<file path="src/rtl/gem_trig_link_pkg.sv">
// Shared definitions for the GEM trigger fiber link: K-characters, frame geometry and link state.
// Used by both the TX framer and the RX decoder.
package gem_trig_link_pkg;

  localparam logic [7:0] K_NORM     = 8'hBC;
  localparam logic [7:0] K_OVF      = 8'hF7;
  localparam logic [7:0] K_MARK     = 8'hFC;
  localparam logic [7:0] K_MARK_OVF = 8'h7C;

  localparam int FRAME_WORDS = 4;
  localparam int PAYLOAD_W   = 56;
  localparam int CLUSTER_W   = 14;

  typedef enum logic [1:0] {
    ST_SEARCH  = 2'd0,
    ST_SYNCING = 2'd1,
    ST_LOCKED  = 2'd2
  } link_state_t;

  typedef struct packed {
    logic valid;
    logic ovf;
    logic mark;
  } kdec_t;

  function automatic kdec_t k_decode(input logic [7:0] k);
    kdec_t d;
    d = '0;
    case (k)
      K_NORM:     d.valid = 1'b1;
      K_OVF:      begin d.valid = 1'b1; d.ovf = 1'b1; end
      K_MARK:     begin d.valid = 1'b1; d.mark = 1'b1; end
      K_MARK_OVF: begin d.valid = 1'b1; d.ovf = 1'b1; d.mark = 1'b1; end
      default:    d = '0;
    endcase
    return d;
  endfunction

endpackage

</file>
<file path="src/rtl/trigger_link_frame_checker.sv">
// Word counter, payload capture and per-frame framing check for the trigger link receiver.
// The frame verdict and payload are presented combinationally while w3 is on the bus.
module trigger_link_frame_checker
  import gem_trig_link_pkg::*;
(
  input  logic                 clk,
  input  logic                 reset,
  input  logic [15:0]          rx_data,
  input  logic [1:0]           rx_isk,
  input  logic                 rx_valid,
  input  logic                 search,
  output logic                 start,
  output logic                 frame_done,
  output logic                 frame_bad,
  output logic                 frame_ovf,
  output logic                 frame_mark,
  output logic [PAYLOAD_W-1:0] frame_payload
);

  logic [1:0]  wcnt;
  logic [39:0] pay_q;
  logic        w0_bad;
  logic        isk_bad;
  logic        ovf_q;
  logic        mark_q;
  kdec_t       kd;
  logic        w0_ok;

  assign kd    = k_decode(rx_data[7:0]);
  assign w0_ok = (rx_isk == 2'b01) && kd.valid;
  assign start = search && rx_valid && w0_ok;

  // While searching, wcnt is always 0, so a recognised w0 takes the normal w0 path.
  always_ff @(posedge clk or posedge reset) begin
    if (reset) begin
      wcnt    <= '0;
      pay_q   <= '0;
      w0_bad  <= 1'b0;
      isk_bad <= 1'b0;
      ovf_q   <= 1'b0;
      mark_q  <= 1'b0;
    end else if (!rx_valid) begin
      wcnt <= '0;
    end else if (search && !w0_ok) begin
      wcnt <= '0;
    end else begin
      wcnt <= wcnt + 2'd1;
      case (wcnt)
        2'd0: begin
          pay_q[7:0] <= rx_data[15:8];
          w0_bad     <= ~w0_ok;
          ovf_q      <= kd.ovf;
          mark_q     <= kd.mark;
          isk_bad    <= 1'b0;
        end
        2'd1: begin
          pay_q[23:8] <= rx_data;
          isk_bad     <= |rx_isk;
        end
        2'd2: begin
          pay_q[39:24] <= rx_data;
          isk_bad      <= isk_bad | (|rx_isk);
        end
        default: ;
      endcase
    end
  end

  assign frame_done    = !search && (wcnt == 2'd3);
  assign frame_bad     = w0_bad | isk_bad | (|rx_isk);
  assign frame_ovf     = ovf_q;
  assign frame_mark    = mark_q;
  assign frame_payload = {rx_data, pay_q};

endmodule

</file>
<file path="src/rtl/trigger_link_rx_decoder.sv">
// Receive end of the GEM trigger fiber link: frame alignment FSM, latency-marker check,
// saturating error counter and registered cluster outputs.
module trigger_link_rx_decoder
  import gem_trig_link_pkg::*;
#(
  parameter int LOCK_FRAMES   = 8,
  parameter int UNLOCK_ERRS   = 4,
  parameter int MARKER_PERIOD = 128,
  parameter int ERR_CNT_WIDTH = 16
) (
  input  logic                     clk_160,
  input  logic                     reset,
  input  logic [15:0]              rx_data,
  input  logic [1:0]               rx_isk,
  input  logic                     rx_valid,
  output logic [13:0]              cluster0,
  output logic [13:0]              cluster1,
  output logic [13:0]              cluster2,
  output logic [13:0]              cluster3,
  output logic                     overflow,
  output logic                     data_valid,
  output logic                     bx0,
  output logic                     locked,
  output logic                     marker_err,
  output logic [ERR_CNT_WIDTH-1:0] err_cnt
);

  localparam int MW = $clog2(MARKER_PERIOD);
  localparam int GW = $clog2(LOCK_FRAMES + 1);
  localparam int BW = $clog2(UNLOCK_ERRS + 1);

  link_state_t          state;
  logic [GW-1:0]        good_cnt;
  logic [BW-1:0]        bad_cnt;
  logic [MW-1:0]        mk_cnt;
  logic                 mk_seen;

  logic                 start;
  logic                 frame_done;
  logic                 frame_bad;
  logic                 frame_ovf;
  logic                 frame_mark;
  logic [PAYLOAD_W-1:0] frame_payload;

  logic                 content_good;
  logic                 frame_eval;
  logic                 mk_err_c;
  logic                 bad_c;
  logic                 good_c;

  trigger_link_frame_checker u_checker (
    .clk           (clk_160),
    .reset         (reset),
    .rx_data       (rx_data),
    .rx_isk        (rx_isk),
    .rx_valid      (rx_valid),
    .search        (state == ST_SEARCH),
    .start         (start),
    .frame_done    (frame_done),
    .frame_bad     (frame_bad),
    .frame_ovf     (frame_ovf),
    .frame_mark    (frame_mark),
    .frame_payload (frame_payload)
  );

  // A framing error on w3 still counts when rx_valid drops in the same cycle;
  // an otherwise clean frame cut short by rx_valid is simply discarded.
  assign content_good = frame_done && !frame_bad && rx_valid;
  assign frame_eval   = frame_done && (rx_valid || frame_bad);
  assign mk_err_c     = content_good && mk_seen &&
                        (frame_mark ? (mk_cnt != '0) : (mk_cnt == '0));
  assign bad_c        = frame_eval && (frame_bad || ((state == ST_LOCKED) && mk_err_c));
  assign good_c       = content_good && !bad_c;

  assign locked = (state == ST_LOCKED);

  always_ff @(posedge clk_160 or posedge reset) begin
    if (reset) begin
      state      <= ST_SEARCH;
      good_cnt   <= '0;
      bad_cnt    <= '0;
      mk_cnt     <= '0;
      mk_seen    <= 1'b0;
      cluster0   <= '0;
      cluster1   <= '0;
      cluster2   <= '0;
      cluster3   <= '0;
      overflow   <= 1'b0;
      data_valid <= 1'b0;
      bx0        <= 1'b0;
      marker_err <= 1'b0;
      err_cnt    <= '0;
    end else begin
      data_valid <= 1'b0;
      bx0        <= 1'b0;
      marker_err <= mk_err_c;

      if (bad_c && (err_cnt != '1))
        err_cnt <= err_cnt + ERR_CNT_WIDTH'(1);

      // Marker frame is slot 0; the counter names the slot of the next frame.
      if (frame_eval) begin
        if (content_good && frame_mark) begin
          mk_cnt  <= MW'(1);
          mk_seen <= 1'b1;
        end else begin
          mk_cnt <= mk_cnt + MW'(1);
        end
      end

      if (!rx_valid) begin
        state <= ST_SEARCH;
      end else begin
        case (state)
          ST_SEARCH: begin
            if (start) begin
              state    <= ST_SYNCING;
              good_cnt <= '0;
              bad_cnt  <= '0;
              mk_cnt   <= '0;
              mk_seen  <= 1'b0;
            end
          end
          ST_SYNCING: begin
            if (bad_c) begin
              state <= ST_SEARCH;
            end else if (good_c) begin
              if (good_cnt == GW'(LOCK_FRAMES - 1)) begin
                state   <= ST_LOCKED;
                bad_cnt <= '0;
              end else begin
                good_cnt <= good_cnt + GW'(1);
              end
            end
          end
          ST_LOCKED: begin
            if (bad_c) begin
              if (bad_cnt == BW'(UNLOCK_ERRS - 1))
                state <= ST_SEARCH;
              else
                bad_cnt <= bad_cnt + BW'(1);
            end else if (good_c) begin
              bad_cnt    <= '0;
              data_valid <= 1'b1;
              bx0        <= frame_mark;
              overflow   <= frame_ovf;
              cluster0   <= frame_payload[13:0];
              cluster1   <= frame_payload[27:14];
              cluster2   <= frame_payload[41:28];
              cluster3   <= frame_payload[55:42];
            end
          end
          default: state <= ST_SEARCH;
        endcase
      end
    end
  end

endmodule

</file>
<file path="config.mk">
export PLATFORM = sky130hd
export DESIGN_NAME = trigger_link_rx_decoder
export DESIGN_NICKNAME = d
export VERILOG_FILES = /design/src/rtl/gem_trig_link_pkg.sv /design/src/rtl/trigger_link_frame_checker.sv /design/src/rtl/trigger_link_rx_decoder.sv
export SDC_FILE = /design/constraint.sdc
export NUM_CORES = 1
export LEC_CHECK = 0
export ABC_AREA = 0
export BUFFER_PORTS_ARGS = -buffer_cell sky130_fd_sc_hd__buf_2
export CAP_MARGIN = 10
export CELL_PAD_IN_SITES_DETAIL_PLACEMENT = 1
export CELL_PAD_IN_SITES_GLOBAL_PLACEMENT = 1
export CORE_MARGIN = 2
export CORE_UTILIZATION = 47
export CTS_BUF_LIST = sky130_fd_sc_hd__clkbuf_8
export CTS_CLUSTER_DIAMETER = 80
export DETAILED_ROUTE_END_ITERATION = 12
export PLACE_DENSITY = 0.85
export SLEW_MARGIN = 40
export SYNTH_ARGS = -nofsm -noshare
export SYNTH_HDL_FRONTEND = slang
export SYNTH_SLANG_ARGS = --single-unit
</file>
<file path="constraint.sdc">
create_clock -name clk_160 -period 5.9 [get_ports clk_160]
set_input_delay 1.18 -clock clk_160 [delete_from_list [all_inputs] [get_ports clk_160]]
set_output_delay 1.18 -clock clk_160 [all_outputs]
set_load 0.005 [all_outputs]
</file>
# ---- Word level (Yosys, flattened, before mapping)
# Cells that the tools add are included.
dict set report op_classes {
  shift 0
  n_eq_ne 25
  mul 0
  n_bitwise 6
  addsub 5
  div 0
  n_reduce_logical 40
  n_lt_le_gt_ge 0
  muxes 46
}
# op count
set op_table {}
lappend op_table {{7-bit 2-to-1 mux} 5}
lappend op_table {{8-bit == test, second input constant} 3}
lappend op_table {{3-bit 2-to-1 mux} 7}
lappend op_table {{2-bit 2-to-1 mux} 9}
lappend op_table {{1-bit 2-to-1 mux} 17}
lappend op_table {{16-bit by 1-bit adder with 16-bit output, second input constant} 1}
lappend op_table {{4-bit 2-to-1 mux} 4}
lappend op_table {{16-bit != test, second input constant} 1}
lappend op_table {{1-bit logical AND} 15}
lappend op_table {{3-bit AND reduction} 4}
lappend op_table {{2-bit != test, second input constant} 5}
lappend op_table {{3-bit case mux with 3 select lines} 1}
lappend op_table {{8-bit by 7-bit == test with 1-bit output, second input constant} 1}
lappend op_table {{4-bit != test, second input constant} 2}
lappend op_table {{4-bit case mux with 2 select lines} 1}
lappend op_table {{8-bit AND reduction} 1}
lappend op_table {{7-bit by 1-bit adder with 7-bit output, second input constant} 1}
lappend op_table {{7-bit zero test} 1}
lappend op_table {{7-bit nonzero test} 1}
lappend op_table {{2-bit by 1-bit == test with 1-bit output, second input constant} 3}
lappend op_table {{2-bit == test, second input constant} 3}
lappend op_table {{3-bit by 2-bit != test with 1-bit output, second input constant} 2}
lappend op_table {{3-bit != test, second input constant} 2}
lappend op_table {{2-bit case mux with 3 select lines} 1}
lappend op_table {{19 further kinds} 31}
dict set report totals {
  n_memories 0
  latchBits 0
  romBits 0
  in_bits 21
  mem_bits_rw 0
  output_inout_bits 77
  regBits 139
}

# ---- Logic depth before layout (Yosys ltp)
dict set report depth {
  depth_word 16
  mapped_depth 9
  ltp_nobuf 7
}

# ---- Cells and area by module
# From an unflattened synthesis, not the netlist that was laid out.
dict set report unflattened {
  cells_unflattened 462
  hier_area_um2 6214.7
}
# module instances area_per_inst_um2 seq_area_each_um2 cells_per_inst
set by_module_without_submodules {}
lappend by_module_without_submodules {trigger_link_rx_decoder 1 4061.4 2327.2 318}
lappend by_module_without_submodules {trigger_link_frame_checker 1 2153.3 1151.1 144}

# ---- Least setup slack after synthesis
# OpenSTA, ideal clock, no wires.
dict set report synth_path {
  path_type {input port to flip-flop}
  startpoint {input port rx_isk[0]}
  endpoint {register cluster2[0]}
  setup_time_ps 125
  required_time_ps 5775
  t_arrival_ps 2961
  n_path_buf 2
  slack_ps 2814
  cell_stages 6
  path_cell_list {or4_4 -> or3_1 -> a211o_1 -> buf_6 -> buf_6 -> mux2_4}
}
dict set report synth_via {
  elab_chain_len 13
  elab_cells_between_ends 16
  cone_classes {2 x bitwise; 14 x reduce/logical}
}
# element line_no
set synth_lines {}
lappend synth_lines {{from (decl)} trigger_link_rx_decoder.sv:14} ;# input logic [1:0] rx_isk,
lappend synth_lines {{2-bit OR reduction (*)} trigger_link_frame_checker.sv:70} ;# assign frame_bad = w0_bad | isk_bad | (|rx_isk);
lappend synth_lines {{1-bit OR (*)} trigger_link_frame_checker.sv:70}
lappend synth_lines {{1-bit zero test} trigger_link_rx_decoder.sv:68} ;# assign content_good = frame_done && !frame_bad && rx_valid;
lappend synth_lines {{1-bit logical AND (2 in a row)} trigger_link_rx_decoder.sv:68}
lappend synth_lines {{1-bit logical AND (2 in a row)} trigger_link_rx_decoder.sv:70} ;# assign mk_err_c = content_good && mk_seen &&
lappend synth_lines {{1-bit logical AND} trigger_link_rx_decoder.sv:72} ;# assign bad_c = frame_eval && (frame_bad || ((state == ST_LOCKED) && mk_err_c));
lappend synth_lines {{1-bit logical OR} trigger_link_rx_decoder.sv:72}
lappend synth_lines {{1-bit logical AND} trigger_link_rx_decoder.sv:72}
lappend synth_lines {{1-bit zero test} trigger_link_rx_decoder.sv:73} ;# assign good_c = content_good && !bad_c;
lappend synth_lines {{1-bit logical AND} trigger_link_rx_decoder.sv:73}
lappend synth_lines {{4-bit AND reduction (no line) (*)} n/a}
lappend synth_lines {{to (signal assigned)} trigger_link_rx_decoder.sv:149} ;# cluster2 <= frame_payload[41:28];
lappend synth_lines {{to (decl)} trigger_link_rx_decoder.sv:18} ;# output logic [13:0] cluster2,
# Mark *: on every way between the ends. The rest lies on a longest branch, timed or not.
# A chain may end at the register's enable or synchronous reset.

# ---- Final worst setup path
dict set report layout_path {
  startpoint {input port rx_data[0]}
  endpoint {register u_checker.pay_q[9]}
}
dict set report layout_via {
  elab_chain_len 8
  elab_cells_between_ends 11
  cone_classes {4 x eq/ne; 1 x mux; 1 x bitwise; 5 x reduce/logical}
}
# element line_no
set layout_lines {}
lappend layout_lines {{from (decl)} trigger_link_rx_decoder.sv:13} ;# input logic [15:0] rx_data,
lappend layout_lines {{8-bit == test / 8-bit by 7-bit == test with 1-bit output (equally long branches)} gem_trig_link_pkg.sv:29} ;# case (k)
lappend layout_lines {{4-bit OR reduction (no line) (*)} n/a}
lappend layout_lines {{1-bit 2-to-1 mux (*)} gem_trig_link_pkg.sv:29}
lappend layout_lines {{1-bit logical AND (*)} trigger_link_frame_checker.sv:30} ;# assign w0_ok = (rx_isk == 2'b01) && kd.valid;
lappend layout_lines {{1-bit zero test (*)} trigger_link_frame_checker.sv:44} ;# end else if (search && !w0_ok) begin
lappend layout_lines {{1-bit logical AND (*)} trigger_link_frame_checker.sv:44}
lappend layout_lines {{1-bit inverter (no line) (*)} n/a}
lappend layout_lines {{3-bit AND reduction (no line) (*)} n/a}
lappend layout_lines {{to (signal assigned)} trigger_link_frame_checker.sv:57} ;# pay_q[23:8] <= rx_data;
lappend layout_lines {{to (decl)} trigger_link_frame_checker.sv:21} ;# logic [39:0] pay_q;
# Marks and branches as above.

==> results.md <==
* Clock transition at path regs at 0.07 ns
* Worst skew pair latency at 0.44 ns
* Final Skew at 0.009661 ns
* Largest net degree at the start of global routing at 75
* Clk root buf: clkbuf_8
* Post-synth top cells: dfrtp_1, mux2_2, nand2_1
* Asr flop ratio synth at 100.0%
* Worst EP arrival at 3.45 ns
* Post-synth EDFFs at 0
* DPL Wire Length at 9283 um
* Setup crit start: rx_data[0]
* Synth top area share at 58.39%
* Longest Clk Path Bufs at 2
* Hold Fails Final Rpt at 0
* FP Rows at 41
* Pwr dens at 250.5 nW/um^2
* Crit path max fanout at 16
* Hold endpoint: err_cnt[6]
* First-pass GRT wire length at 21,200 um
* Placed inst area at 6608 um^2
* Worst-Margin Slew at 0.8172 ns
* Slew margin rel. at 45.39%
* Synth Warn # at 0
* H-Tree Depth at 4
* GPL Wtd Cong at 0.8349
* FF-to-FF path depth at 6
* Residual DRC at 0
* Die area at 13,590 um^2
* DR iter-0 viols at 107
* Synthesis-to-layout area growth at 16.64%
* Routed Antenna Nets at 0
* # port buffers at 97
* Chip Height at 116.6 um
* R2R Setup Slk at 3.14 ns
* Syn avg cell area at 13.33 um^2
* Post-route cell area at 6948 um^2
* Largest cells by area after synthesis: dfrtp_1, mux2_2, ha_1
* Storage cell area at 3478 um^2
* Syn_nets at 479
* Multi-input logic area at 2347 um^2
* Starting Density at 47.59%
* CTS tree: yes
* LEAKAGE at 3.703 nW
* RSZ-0062 raised after global routing: no
* Status: completed
* Distinct cells, synth at 47
* Tcrit/Tclk final at 52.93%
* Vias in the first global route at 4,114
* Final setup viols at 0
* WHS Path Cells at 1
* Initial DRT Pass Iterations at 4
* Setup Buffers After CTS at 0
* Hold path startpoint: err_cnt[6]
* IO Count at 98
* Nets at 583
* Critical path capture point type: flop
* Reg2reg start: mk_cnt[4]
* Syn Inst Count at 447
* GRT Residual Overflow at 0
* HP Class: reg -> reg
* Setup Crit Path Kind: in -> reg
* Core area at 12,520 um^2
* Share of layout cells above drive strength 1 at 42.10%
* Worst Path Required at 6.22 ns
* Via density at 5.416
* CTS Hold Buffers Added at 0
* Fill cell count at 1,346
* FMAX at 320.2 MHz
* Critical path launch point type: input pin
* Peak supply drop at 0.1817 mV
* Slew Viols, Final at 0
* Mapped Area at 5957 um^2
* Num CTS Buffers at 17
* Post-DR wirelength/cell at 18.14 um
* Gr usage total at 20.76%
* Die width at 116.6 um
* Max-cap violations at 0
* Worst R2R End: cluster1[4]
* Count leader, synth: dfrtp_1
* Yosys top cell by area: dfrtp_1
* Tmin final at 3.123 ns
* Initial antenna violation count at 0
* Ant diodes at 0
* Clock sink total at 139
* Final TNS setup at 0 ns
* Seq/Total Area, Yosys at 58.39%
* Synthesis-stage register bit count at 139
* Most frequently used flop master after synthesis: dfrtp_1
* DR vias at 3,981
* Resize count post-CTS at 0
* WL final at 13,340 um
## critical path, cell delays in order
cell and delay, ns:
buf_2 0.13, or3b_2 0.53, o22ai_1 0.32, a31o_2 0.28, nand2_1 0.50, mux2_2 0.49
## how the worst max path moves through the flow
stage,end,slack (ns)
CTS,u_checker.pay_q[8],2.81
floorplan,bad_cnt[0],1.0
global placement,u_checker.pay_q[26],2.44
global route,u_checker.pay_q[39],2.66
detailed placement,u_checker.pay_q[33],2.31
finish,u_checker.pay_q[9],2.78
## routing by layer
| metal | GRT usage [%] | share of wire (%) |
|---|---|---|
| met5 | 0 | 0 |
| met4 | 7.451 | 1.5 |
| met3 | 5.553 | 3.4 |
| met2 | 36.36 | 53 |
| met1 | 24.72 | 42 |
## flip-flops by register name, indices dropped and copies added, names as in the netlist, 2 cells and up
signal / flops
bad_cnt: 3
cluster0: 14
cluster1: 14
cluster2: 14
cluster3: 14
err_cnt: 16
good_cnt: 4
mk_cnt: 7
state: 2
u_checker.pay_q: 40
u_checker.wcnt: 2
## metrics by stage
stage	instances	hold slack (ns)	utilization, %	total power, mW	worst slack [ns]
after floorplan	447	0.4573	-	1.071	0.9955
after global placement	704	0.4665	52.76	1.098	2.436
after CTS	735	0.4969	55.43	1.760	2.811
final	735	0.4930	55.51	1.740	2.777
after global routing	735	0.5093	55.51	1.818	2.660
after detailed placement	704	0.4822	52.79	1.107	2.313
## kinds of logic (layout without fill, tap and decap cells)
| kind of cell | Yosys count | after routing | share of synthesized area [%] |
|---|---|---|---|
| flops | 139 | 139 | 58.39 |
| mux | 103 | 103 | 19.95 |
| simple gates | 103 | 103 | 9.620 |
| compound gates | 39 | 39 | 4.390 |
| buf+inv | 32 | 148 | 2.394 |
| xor+xnor | 20 | 20 | 2.941 |
| fa+ha+maj | 11 | 11 | 2.310 |
## layout by cell type (no fill, tap or decap), drive strengths merged, types with 3 or more instances in the layout
| cell | instances |
|---|---|
| clkbuf | 18 |
| nand4 | 8 |
| nand3 | 13 |
| a21oi | 8 |
| nor3 | 6 |
| or3 | 5 |
| clkinvlp | 5 |
| a211o | 4 |
| buf | 99 |
| nand2 | 22 |
| inv | 20 |
| clkinv | 6 |
| a31oi | 3 |
| nor2 | 14 |
| nand3b | 3 |
| o21ai | 7 |
| ha | 11 |
| nor4b | 3 |
| nand4b | 4 |
| mux2 | 102 |
| and3 | 9 |
| dfrtp | 139 |
| o22ai | 4 |
| nor4 | 3 |
| xor2 | 7 |
| xnor2 | 13 |
## power by group
| group | internal [mW] | leakage, nW | switching (mW) |
|---|---|---|---|
| Sequential | 0.982 | 1.90 | 0.0180 |
| Clock | 0.292 | 0.165 | 0.359 |
| Combinational | 0.0359 | 1.64 | 0.0521 |
## layout make-up
class                      count  share of cell area [%]
tap                          172                   3.097
clock inverter                13                   1.189
multi-input combinational    276                   33.78
sequential                   139                   50.06
timing repair buffer          99                   7.257
inverter                      18                   1.044
clock buffer                  18                   3.566
(Power assumes the default switching activity.)
